**src/rtl/my_serdes_pkg.sv**
```systemverilog
// Shared definitions for the SERDES framing transmitter and its receiver.
// Holds the 8b/10b control/data characters, the framer state encoding,
// the rx_flags bit positions and the transmit symbol payload type.
package my_serdes_pkg;

  localparam int unsigned WORD_W = 32;
  localparam int unsigned HALF_W = 16;

  localparam logic [7:0] K_COMMA = 8'hBC;
  localparam logic [7:0] D_56    = 8'hC5;
  localparam logic [7:0] K_SOS   = 8'h5C;
  localparam logic [7:0] K_EOP   = 8'hFD;

  localparam int unsigned FLAG_SOP = 0;
  localparam int unsigned FLAG_EOP = 1;

  typedef enum logic [2:0] {
    IDLE = 3'd0,
    SOS  = 3'd1,
    LO   = 3'd2,
    HI   = 3'd3,
    WAIT = 3'd4,
    CHK  = 3'd5,
    EOP  = 3'd6
  } state_e;

  // One transmit halfword with its per-byte K-character flags.
  typedef struct packed {
    logic [HALF_W-1:0] data;
    logic              k_msb;
    logic              k_lsb;
  } sym_t;

  localparam sym_t SYM_IDLE = '{data: {D_56, K_COMMA}, k_msb: 1'b0, k_lsb: 1'b1};
  localparam sym_t SYM_SOS  = '{data: {K_SOS, K_SOS},  k_msb: 1'b1, k_lsb: 1'b1};
  localparam sym_t SYM_EOP  = '{data: {K_EOP, K_EOP},  k_msb: 1'b1, k_lsb: 1'b1};

  // Plain data halfword, no K flags.
  function automatic sym_t data_sym(input logic [HALF_W-1:0] d);
    sym_t s;
    s.data  = d;
    s.k_msb = 1'b0;
    s.k_lsb = 1'b0;
    return s;
  endfunction

endpackage

```
**src/rtl/my_serdes_tx_csum.sv**
```systemverilog
// Running 16-bit checksum of transmitted payload halfwords.
// Only built when MY_SERDES_TX_CHECKSUM_EN is defined.
// Ports: clk, rst (async, active-high), clear (zero the sum, wins over add),
//        add_en (accumulate din), din[15:0], sum[15:0] (registered sum).
`ifdef MY_SERDES_TX_CHECKSUM_EN
module my_serdes_tx_csum
  import my_serdes_pkg::*;
(
  input  logic              clk,
  input  logic              rst,
  input  logic              clear,
  input  logic              add_en,
  input  logic [HALF_W-1:0] din,
  output logic [HALF_W-1:0] sum
);

  logic [HALF_W-1:0] sum_q, sum_d;

  // Sum wraps modulo 2^16.
  always_comb begin
    sum_d = sum_q;
    if (clear) begin
      sum_d = '0;
    end else if (add_en) begin
      sum_d = sum_q + din;
    end
  end

  always_ff @(posedge clk or posedge rst) begin
    if (rst) begin
      sum_q <= '0;
    end else begin
      sum_q <= sum_d;
    end
  end

  assign sum = sum_q;

endmodule
`endif

```
**src/rtl/my_serdes_tx.sv**
```systemverilog
// Packet framer: pops 32-bit words from a guarded source and sends them as
// 16-bit SERDES symbols framed by SOS/EOP K-characters, idling on C5BC.
// Words popped outside a packet without SOP are dropped and counted.
// Optional: MY_SERDES_TX_CHECKSUM_EN adds a checksum symbol before EOP.
// Ports: dsp_clk/dsp_rst (async active-high); set_stb/set_addr/set_data
//        settings write (ctrl enable at BASE); rx_data/rx_flags/rx_pop_rdy
//        source, rx_pop_en combinational pop strobe; ser_t/ser_tklsb/
//        ser_tkmsb registered symbol; drop_count, busy, debug status.
module my_serdes_tx
  import my_serdes_pkg::*;
#(
  parameter logic [7:0] BASE = 8'd0
) (
  input  logic              dsp_clk,
  input  logic              dsp_rst,
  input  logic              set_stb,
  input  logic [7:0]        set_addr,
  input  logic [31:0]       set_data,
  input  logic [WORD_W-1:0] rx_data,
  input  logic [3:0]        rx_flags,
  input  logic              rx_pop_rdy,
  output logic              rx_pop_en,
  output logic [HALF_W-1:0] ser_t,
  output logic              ser_tklsb,
  output logic              ser_tkmsb,
  output logic [7:0]        drop_count,
  output logic              busy,
  output logic [31:0]       debug
);

  state_e            state_q, state_d;
  logic              ctrl_q, ctrl_d;
  logic [7:0]        drop_q, drop_d;
  logic [WORD_W-1:0] word_q, word_d;
  logic              cur_eop_q, cur_eop_d;
  sym_t              sym_q, sym_d;
  logic              pop;

  // ctrl only gates the start of a packet; mid-packet pops ignore it.
  assign pop = rx_pop_rdy &&
               (((state_q == IDLE) && ctrl_q) ||
                ((state_q == HI) && !cur_eop_q) ||
                (state_q == WAIT));

`ifdef MY_SERDES_TX_CHECKSUM_EN
  logic [HALF_W-1:0] csum;

  my_serdes_tx_csum u_csum (
    .clk    (dsp_clk),
    .rst    (dsp_rst),
    .clear  (state_q == SOS),
    .add_en ((state_q == LO) || (state_q == HI)),
    .din    ((state_q == HI) ? word_q[WORD_W-1:HALF_W] : word_q[HALF_W-1:0]),
    .sum    (csum)
  );
`endif

  // Next state, datapath and the symbol of the current state.
  always_comb begin
    state_d   = state_q;
    ctrl_d    = ctrl_q;
    drop_d    = drop_q;
    word_d    = word_q;
    cur_eop_d = cur_eop_q;
    sym_d     = SYM_IDLE;

    if (set_stb && (set_addr == BASE)) begin
      ctrl_d = set_data[0];
    end

    if (pop) begin
      word_d    = rx_data;
      cur_eop_d = rx_flags[FLAG_EOP];
    end

    case (state_q)
      IDLE: begin
        sym_d = SYM_IDLE;
        if (pop) begin
          if (rx_flags[FLAG_SOP]) begin
            state_d = SOS;
          end else if (drop_q != 8'hFF) begin
            drop_d = drop_q + 8'd1;
          end
        end
      end
      SOS: begin
        sym_d   = SYM_SOS;
        state_d = LO;
      end
      LO: begin
        sym_d   = data_sym(word_q[HALF_W-1:0]);
        state_d = HI;
      end
      HI: begin
        sym_d = data_sym(word_q[WORD_W-1:HALF_W]);
        if (cur_eop_q) begin
`ifdef MY_SERDES_TX_CHECKSUM_EN
          state_d = CHK;
`else
          state_d = EOP;
`endif
        end else if (pop) begin
          state_d = LO;
        end else begin
          state_d = WAIT;
        end
      end
      WAIT: begin
        sym_d = SYM_IDLE;
        if (pop) begin
          state_d = LO;
        end
      end
`ifdef MY_SERDES_TX_CHECKSUM_EN
      CHK: begin
        sym_d   = data_sym(csum);
        state_d = EOP;
      end
`endif
      EOP: begin
        sym_d   = SYM_EOP;
        state_d = IDLE;
      end
      default: begin
        state_d = IDLE;
      end
    endcase
  end

  always_ff @(posedge dsp_clk or posedge dsp_rst) begin
    if (dsp_rst) begin
      state_q   <= IDLE;
      ctrl_q    <= 1'b0;
      drop_q    <= '0;
      word_q    <= '0;
      cur_eop_q <= 1'b0;
      sym_q     <= SYM_IDLE;
    end else begin
      state_q   <= state_d;
      ctrl_q    <= ctrl_d;
      drop_q    <= drop_d;
      word_q    <= word_d;
      cur_eop_q <= cur_eop_d;
      sym_q     <= sym_d;
    end
  end

  assign rx_pop_en  = pop;
  assign ser_t      = sym_q.data;
  assign ser_tklsb  = sym_q.k_lsb;
  assign ser_tkmsb  = sym_q.k_msb;
  assign drop_count = drop_q;
  assign busy       = (state_q != IDLE);
  assign debug      = {7'(state_q), ctrl_q, drop_q, 16'h0000};

  // Only set_data[0] and the SOP/EOP flags carry meaning.
  logic unused_bits;
  assign unused_bits = ^{set_data[31:1], rx_flags[3:2]};

endmodule

```
**config.mk**
```make
export PLATFORM = sky130hd
export DESIGN_NAME = my_serdes_tx
export DESIGN_NICKNAME = d
export VERILOG_FILES = /design/src/rtl/my_serdes_pkg.sv /design/src/rtl/my_serdes_tx_csum.sv /design/src/rtl/my_serdes_tx.sv
export SDC_FILE = /design/constraint.sdc
export NUM_CORES = 1
export LEC_CHECK = 0
export CORE_ASPECT_RATIO = 1.25
export CORE_UTILIZATION = 52
export DETAILED_ROUTE_END_ITERATION = 8
export DONT_BUFFER_PORTS = 1
export GPL_ROUTABILITY_DRIVEN = 0
export MAX_ROUTING_LAYER = met4
export PLACE_DENSITY = 0.67
export SYNTH_ARGS = -nofsm -noshare
export SYNTH_HDL_FRONTEND = slang
export SYNTH_SLANG_ARGS = --single-unit
```
**constraint.sdc**
```tcl
create_clock -name dsp_clk -period 4.8 [get_ports dsp_clk]
set_clock_uncertainty 0.2 [all_clocks]
set_input_delay 0.72 -clock dsp_clk [delete_from_list [all_inputs] [get_ports dsp_clk]]
set_output_delay 0.72 -clock dsp_clk [all_outputs]
set_load 0.02 [all_outputs]
```
After elaboration in Yosys (flattened, before gate mapping)

Cells that the tools add are included.

Flip-flop bits (word level): 63
Bits of input ports: 80
Output and inout bits: 60
Logic and storage cells: 38

Add/sub/neg operators: 1
Eq/ne operators: 9
Multiplexer cells: 7
Bitwise operators: 1
Reductions and logical operators: 12

Operators with widths:

| kind                                                | number |
|---|---|
| one-hot mux 18 bit (4 select lines)                 | 1 |
| 2-to-1 mux 3 bit                                    | 5 |
| one-hot mux 3 bit (5 select lines)                  | 1 |
| adder 8 x 1 -> 8 bit, second input constant         | 1 |
| zero test 8 bit                                     | 1 |
| inequality test 8 bit, second input constant        | 1 |
| equality test 3 x 2 -> 1 bit, second input constant | 2 |
| equality test 3 bit, second input constant          | 2 |
| inequality test 2 bit, second input constant        | 3 |
| logical AND 1 bit                                   | 4 |
| AND reduction 4 bit                                 | 1 |
| equality test 3 x 1 -> 1 bit, second input constant | 1 |
| zero test 3 bit                                     | 1 |
| AND reduction 3 bit                                 | 1 |
| nonzero test 3 bit                                  | 1 |
| logical OR 1 bit                                    | 2 |
| zero test 1 bit                                     | 1 |
| NOT 1 bit                                           | 1 |

Logic depth before layout (Yosys ltp)

Gate-level depths: netlist of the first run.

Depth in word-level cells: 8
Mapped depth: 5
Gate-level depth less buffers: 5

Worst setup path before layout of the first run

No wires, ideal clock.

Path type: register to output
Start point: register state_q[2]
End point: output port rx_pop_en
Arrival time: 1,337 ps
Path slack: 2,543 ps
Cell stages (with the launch flop): 6
Path buffers: 1
Cell sequence: dfrtp_1 nand3b_1 o32ai_1 nand2_1 buf_2 inv_1

Cells in the longest elaborated chain, start to end: 5
Elaborated cells on any way between the ends: 8
Classes of those cells: eq/ne (2); reduce/logical (6)

Ends and longest elaborated chain:

| what                                                            | line                                   | text |
|---|---|---|
| start: declaration                                              | my_serdes_tx.sv:31                     | `state_e state_q, state_d;` |
| start signal: assignment                                        | my_serdes_tx.sv:140                    | `state_q <= state_d;` |
| equality test 3 x 2 -> 1 bit or zero test 3 bit (tied branches) | my_serdes_tx.sv:42, my_serdes_tx.sv:41 |  |
| logical AND 1 bit, on equally long branches                     | my_serdes_tx.sv:42, my_serdes_tx.sv:41 |  |
| logical OR 1 bit                                                | my_serdes_tx.sv:41                     | `(((state_q == IDLE) && ctrl_q) \|\|` |
| logical OR 1 bit (*)                                            | my_serdes_tx.sv:42                     | `((state_q == HI) && !cur_eop_q) \|\|` |
| logical AND 1 bit (*)                                           | my_serdes_tx.sv:40                     | `assign pop = rx_pop_rdy &&` |
| end: declaration                                                | my_serdes_tx.sv:22                     | `output logic rx_pop_en,` |

Every way passes the cells marked *; elsewhere a longest branch is shown, timed or not.

Worst setup path after layout of the first run

Ends and elaborated chain as after synthesis.

==> results_dict.tcl, run 1 <==
set metrics [dict create \
    status "finished clean" \
    design.die.area_sq_mm 0.005803 \
    final_max_slew_viol_count 0 \
    vias_per_cell 5.449 \
    n_antenna_cell 0 \
    finalSetupViolCount 0 \
    coreArea_sq_mm 0.005189 \
    avgRoutedWirePerCell_um 16.38 \
    grt_usage_pct 19.74 \
    num_rows 29 \
    vdd_ir_drop_max_uv 343.1 \
    reg2reg_depth 5 \
    synth.avg_cell_area_sq_um 11.72 \
    whs_endpoint "ser_t[10]" \
    finalHoldViolations 0 \
    tightest_slew_ps 879.7 \
    path_clk_slew_ps 60 \
    drt-initial-drc-count 115 \
    max-slew-margin-rel_pct 41.35 \
    ys_async_sr_fraction_pct 100.0 \
    clockBufferDepth 2 \
    grt.overflow.total 0 \
    min_period_ps 2856 \
    worst-setup-path-type "reg -> out" \
    place_ws_ps 2240 \
    period_share_pct 59.50 \
    timing.fmax_mhz 350.1 \
    synth_largest_area_cell "dfrtp_1" \
    port-buffer-count 0 \
    htreeDepth 3 \
    finalSetupTns_ps 0 \
    met1_usage_pct 22.99 \
    critPathRequiredTime_ps 3880 \
    startpoint_type "flop" \
    r2r_start "state_q[2]" \
    synth_area_leaders "dfrtp_1 (46%), mux2_2 (14%), dfstp_2 (9.2%)" \
    hp-class "reg -> reg" \
    hold-worst-slack_ps 294.0 \
    grt_max_degree 64 \
    use_met3_pct 6.183 \
    netlist_area_sq_mm 0.002860 \
    syn_inst 244 \
    post_cts_buffers 0 \
    wirelength_um 4963 \
    yosysSeqAreaShare_pct 55.56 \
    grt_pass1_vias 1668 \
    p_leak_nw 1.319 \
    hp-start "word_q[10]" \
    via_count 1651 \
    worstPathArrival_ps 1940 \
    ys_seq_elements 63 \
    drive_gt1_share_pct 25.73 \
    cp-end-kind "primary output" \
    dp_hpwl_um 3257 \
    synth-edff-count 0 \
    yosysTopAreaCellShare_pct 46.37 \
    die_h_um 84.92 \
    area_growth_pct 2.625 \
    drc 0 \
    synthFlopType "dfrtp_1" \
    pin_count 140 \
    reg2reg_to "word_q[2]" \
    critical_path_peak_fanout 25 \
    grt_busiest_layer "met2" \
    power_density_mw_per_mm2 679.6 \
    grt_setup_unrepaired "no" \
    cts-root-buf "clkbuf_8" \
    grt_antenna_before_repair 0 \
    post-route-util_pct 56.57 \
    setup_slack_ps 1944 \
    cts_buffers 9 \
    cts_tree "done" \
    ff2ff_setup_slack_ps 2310 \
    cap_viol_max_count 0 \
    drt_first_pass_iters 4 \
    die_w_um 68.34 \
    synth.distinct_cells 38 \
    fin_nets 318 \
    ys.warnings.count 0 \
    ant_nets 0 \
    p_total_mw 1.995 \
    ctsHoldBuffers 0 \
    cts_sinks 63 \
    start_util_pct 55.12 \
    use_met2_pct 29.14 \
    clk-insertion-delay-late_ps 330 \
    worstHoldPathCells 2 \
    cp-startpoint "state_q[2]" \
    grt_pass1_wl_um 7866 \
    cts_resized 0 \
]
## report_power, final
| group | switching, mW | leakage [nW] | total, mW | internal, mW |
|---|---|---|---|---|
| clock | 0.183 | 0.0865 | 0.396 | 0.213 |
| combinational | 0.240 | 0.470 | 0.519 | 0.279 |
| sequential | 0.285 | 0.763 | 1.08 | 0.796 |
| total | 0.708 | 1.32 | 1.99 | 1.29 |
## layer usage
layer | vias up | share of wire, %
met1 | 809 | 42
met4 | 0 | 1.7
met2 | 65 | 50
met5 | - | 0
li1 | 769 | -
met3 | 8 | 6.6
## stage by stage
stage               area (sq um)  cells
finish                      2935    303
global route                2935    303
CTS                         2935    303
detailed placement          2768    288
global placement            2768    288
floorplan                   2932    263
## worst max-delay path, cell delays in order (launching register included)
cell and delay (ps):
dfrtp_1 900, nor2_1 130, o32ai_1 250, nand2_1 140, inv_1 190
## flip-flops by register name (all words and copies together), names as in the netlist
signal / count
cur_eop_q: 1
drop_count: 8
ser_tkmsb: 1
state_q: 3
ser_tklsb: 1
word_q: 32
ctrl_q: 1
ser_t: 16
## worst max-delay path by stage
stage / endpoint
after floorplan: ctrl_q
after global placement: rx_pop_en
after detailed placement: rx_pop_en
after CTS: rx_pop_en
after global routing: rx_pop_en
final: rx_pop_en
## area by class of cell
class	count	area, sq um
clock buffer	14	162.7
clock inverter	1	5.005
fill	445	2253
inverter	8	30.03
multi-input combinational	152	1049
sequential	63	1589
tap	62	77.57
timing repair buffer	3	22.52
## layout by cell type (no fill, tap or decap), drive strengths merged, types with 2 or more instances in the layout
master,instances
nand3,3
nand2b,6
a21oi,3
o21ai,15
inv,8
nand2,23
mux2i,7
nand3b,4
clkbuf,14
nor2,6
mux2,35
nor2b,2
buf,3
conb,20
dfrtp,53
nand4,3
dfstp,10
xnor2,4
nor4,2
nor3,3
## cell usage after synthesis, types with 2 or more instances
cell / count
xnor2_1: 4
inv_1: 8
clkbuf_1: 7
nand3_1: 3
buf_4: 29
mux2i_1: 7
nor3_1: 3
mux2_2: 35
nand2_1: 23
nor4_1: 2
a21oi_1: 3
dfrtp_1: 53
dfstp_2: 10
buf_2: 3
nand3b_1: 4
o21ai_0: 15
nand2b_1: 6
nor2b_1: 2
nand4_1: 3
nor2_1: 6
## logic make-up after synthesis
family / share of synthesized area (%)
compound gates: 5.206
xor+xnor: 1.531
fa+ha+maj: 0.4374
buf+inv: 10.28
flops: 55.56
mux: 16.23
other cells: 0.1311
simple gates: 10.63
Power figures use the tool's default switching activity.
==> run 2, diff against run 1 <==
--- a/config.mk
+++ b/config.mk
@@ -11,7 +11,7 @@
 export DONT_BUFFER_PORTS = 1
 export GPL_ROUTABILITY_DRIVEN = 0
 export MAX_ROUTING_LAYER = met4
-export PLACE_DENSITY = 0.67
+export PLACE_DENSITY = 0.7
 export SYNTH_ARGS = -nofsm -noshare
 export SYNTH_HDL_FRONTEND = slang
 export SYNTH_SLANG_ARGS = --single-unit
==> constraint.sdc (replaced) <==
create_clock -name dsp_clk -period 2.6 [get_ports dsp_clk]
set_clock_uncertainty 0.2 [all_clocks]
set_input_delay 0.39 -clock dsp_clk [delete_from_list [all_inputs] [get_ports dsp_clk]]
set_output_delay 0.39 -clock dsp_clk [all_outputs]
set_load 0.02 [all_outputs]
==> run 2 against run 1 <==
Power up 97%. Global-route usage up 1.6 points. Worst hold slack worse by 280 ps. Clock power up 110%. Wire length up 9.4%. Largest cell class unchanged.
==> results_dict.tcl, run 2 (synthesis results as in run 1) <==
set metrics [dict create \
    status "finished clean" \
    coreArea_sq_mm 0.005189 \
    cts_buffers 9 \
    via_count 1840 \
    hp-start "set_data[0]" \
    final_max_slew_viol_count 0 \
    grt_usage_pct 21.32 \
    r2r_start "state_q[0]" \
    grt_setup_unrepaired "no" \
    startpoint_type "flop" \
    ant_nets 0 \
    grt.overflow.total 0 \
    ff2ff_setup_slack_ps 470 \
    drive_gt1_share_pct 26.32 \
    worst-setup-path-type "reg -> out" \
    grt_pass1_wl_um 8631 \
    clk-insertion-delay-late_ps 330 \
    tightest_slew_ps 600.3 \
    p_total_mw 3.922 \
    die_w_um 68.34 \
    cp-startpoint "state_q[1]" \
    vias_per_cell 5.303 \
    design.die.area_sq_mm 0.005803 \
    met1_usage_pct 22.25 \
    hp-class "in -> reg" \
    avgRoutedWirePerCell_um 15.65 \
    critPathRequiredTime_ps 2010 \
    grt_busiest_layer "met2" \
    timing.fmax_mhz 418.9 \
    drt-initial-drc-count 64 \
    grt_antenna_before_repair 0 \
    drt_first_pass_iters 4 \
    fin_nets 361 \
    cts-root-buf "clkbuf_8" \
    crit_end "rx_pop_en" \
    cp.depth 4 \
    die_h_um 84.92 \
    reg2reg_to "drop_count[5]" \
    largest_register_ffs 32 \
    n_antenna_cell 0 \
    use_met2_pct 34.49 \
    period_share_pct 91.83 \
    cts_tree "done" \
    clockBufferDepth 2 \
    vdd_ir_drop_max_uv 817.9 \
    pin_count 140 \
    grt_pass1_vias 1913 \
    reg2reg_depth 5 \
    port-buffer-count 0 \
    final_cell_mix "dfrtp_1 (53), mux2_2 (35), dlygate4sd3_1 (33)" \
    min_period_ps 2387 \
    finalHoldViolations 0 \
    mostFrequentLayoutCell "dfrtp_1" \
    htreeDepth 3 \
    cap_viol_max_count 0 \
    use_met3_pct 7.527 \
    start_util_pct 55.12 \
    critical_path_peak_fanout 9 \
    path_cells "o32ai_1, nand2_2, inv_1, buf_4" \
    setup_slack_ps 212.5 \
    drc 0 \
    finalSetupTns_ps 0 \
    power_density_mw_per_mm2 1157 \
    slowest_delay_ps 530 \
    dp_hpwl_um 3466 \
    finalSetupViolCount 0 \
    critPathTopFamily "flip-flops" \
    worstPathArrival_ps 1800 \
    top_register "word_q" \
    cp-end-kind "primary output" \
    max-slew-margin-rel_pct 59.92 \
    place_ws_ps 451.5 \
    p_leak_nw 1.533 \
    wirelength_um 5431 \
    crit_buf_inv 2 \
    num_rows 29 \
    cts_sinks 63 \
    slowest_stage "dfrtp_1" \
    grt_max_degree 37 \
    area_growth_pct 18.55 \
    path_clk_slew_ps 60 \
]
==> run 2: power breakdown <==
group	switching (mW)	internal (mW)
clock network	0.358	0.465
registers	0.424	1.47
logic	0.588	0.616
total	1.37	2.55
==> run 2: final cells by class <==
class | instances | area, sq um
Tap cell | 62 | 77.57
Clock inverter | 4 | 45.04
Clock buffer | 12 | 145.1
Multi-Input combinational cell | 152 | 1051
Sequential cell | 63 | 1589
Inverter | 8 | 30.03
Fill cell | 389 | 1798
Timing Repair Buffer | 46 | 452.9
==> run 2: metal layers <==
metal,routed length [um],part of all wire (%)
met1,2090,38
met2,2863,53
met3,365,6.7
met4,112,2.1
met5,0,0
==> run 2: stage by stage <==
step / area (sq um) / instances / hold slack [ps] / utilization, %
after floorplan: 2932 / 263 / 259.8 / -
after global placement: 2868 / 298 / 179.4 / 55.27
after detailed placement: 2868 / 298 / 173.9 / 55.27
after CTS: 3378 / 346 / 0.9060 / 65.11
after global routing: 3391 / 347 / 1.828 / 65.35
final: 3391 / 347 / 10.91 / 65.35
==> run 2: worst min-delay path by stage <==
| stage | to | cells after the start | slack, ps |
|---|---|---|---|
| floorplan | ser_t[10] | 2 | 260 |
| global placement | drop_count[0] | 1 | 180 |
| detailed placement | drop_count[0] | 1 | 170 |
| CTS | ctrl_q | 1 | 0.9 |
| global route | word_q[5] | 1 | 2 |
| finish | ctrl_q | 1 | 10 |
==> run 2: repair_timing <==
item                       4_1_cts  5_1_grt
hold endpoints to repair        54        1
resized for setup                0        1
setup endpoints to repair        0        1
hold buffers                    32        1
buffers inserted                 0        0
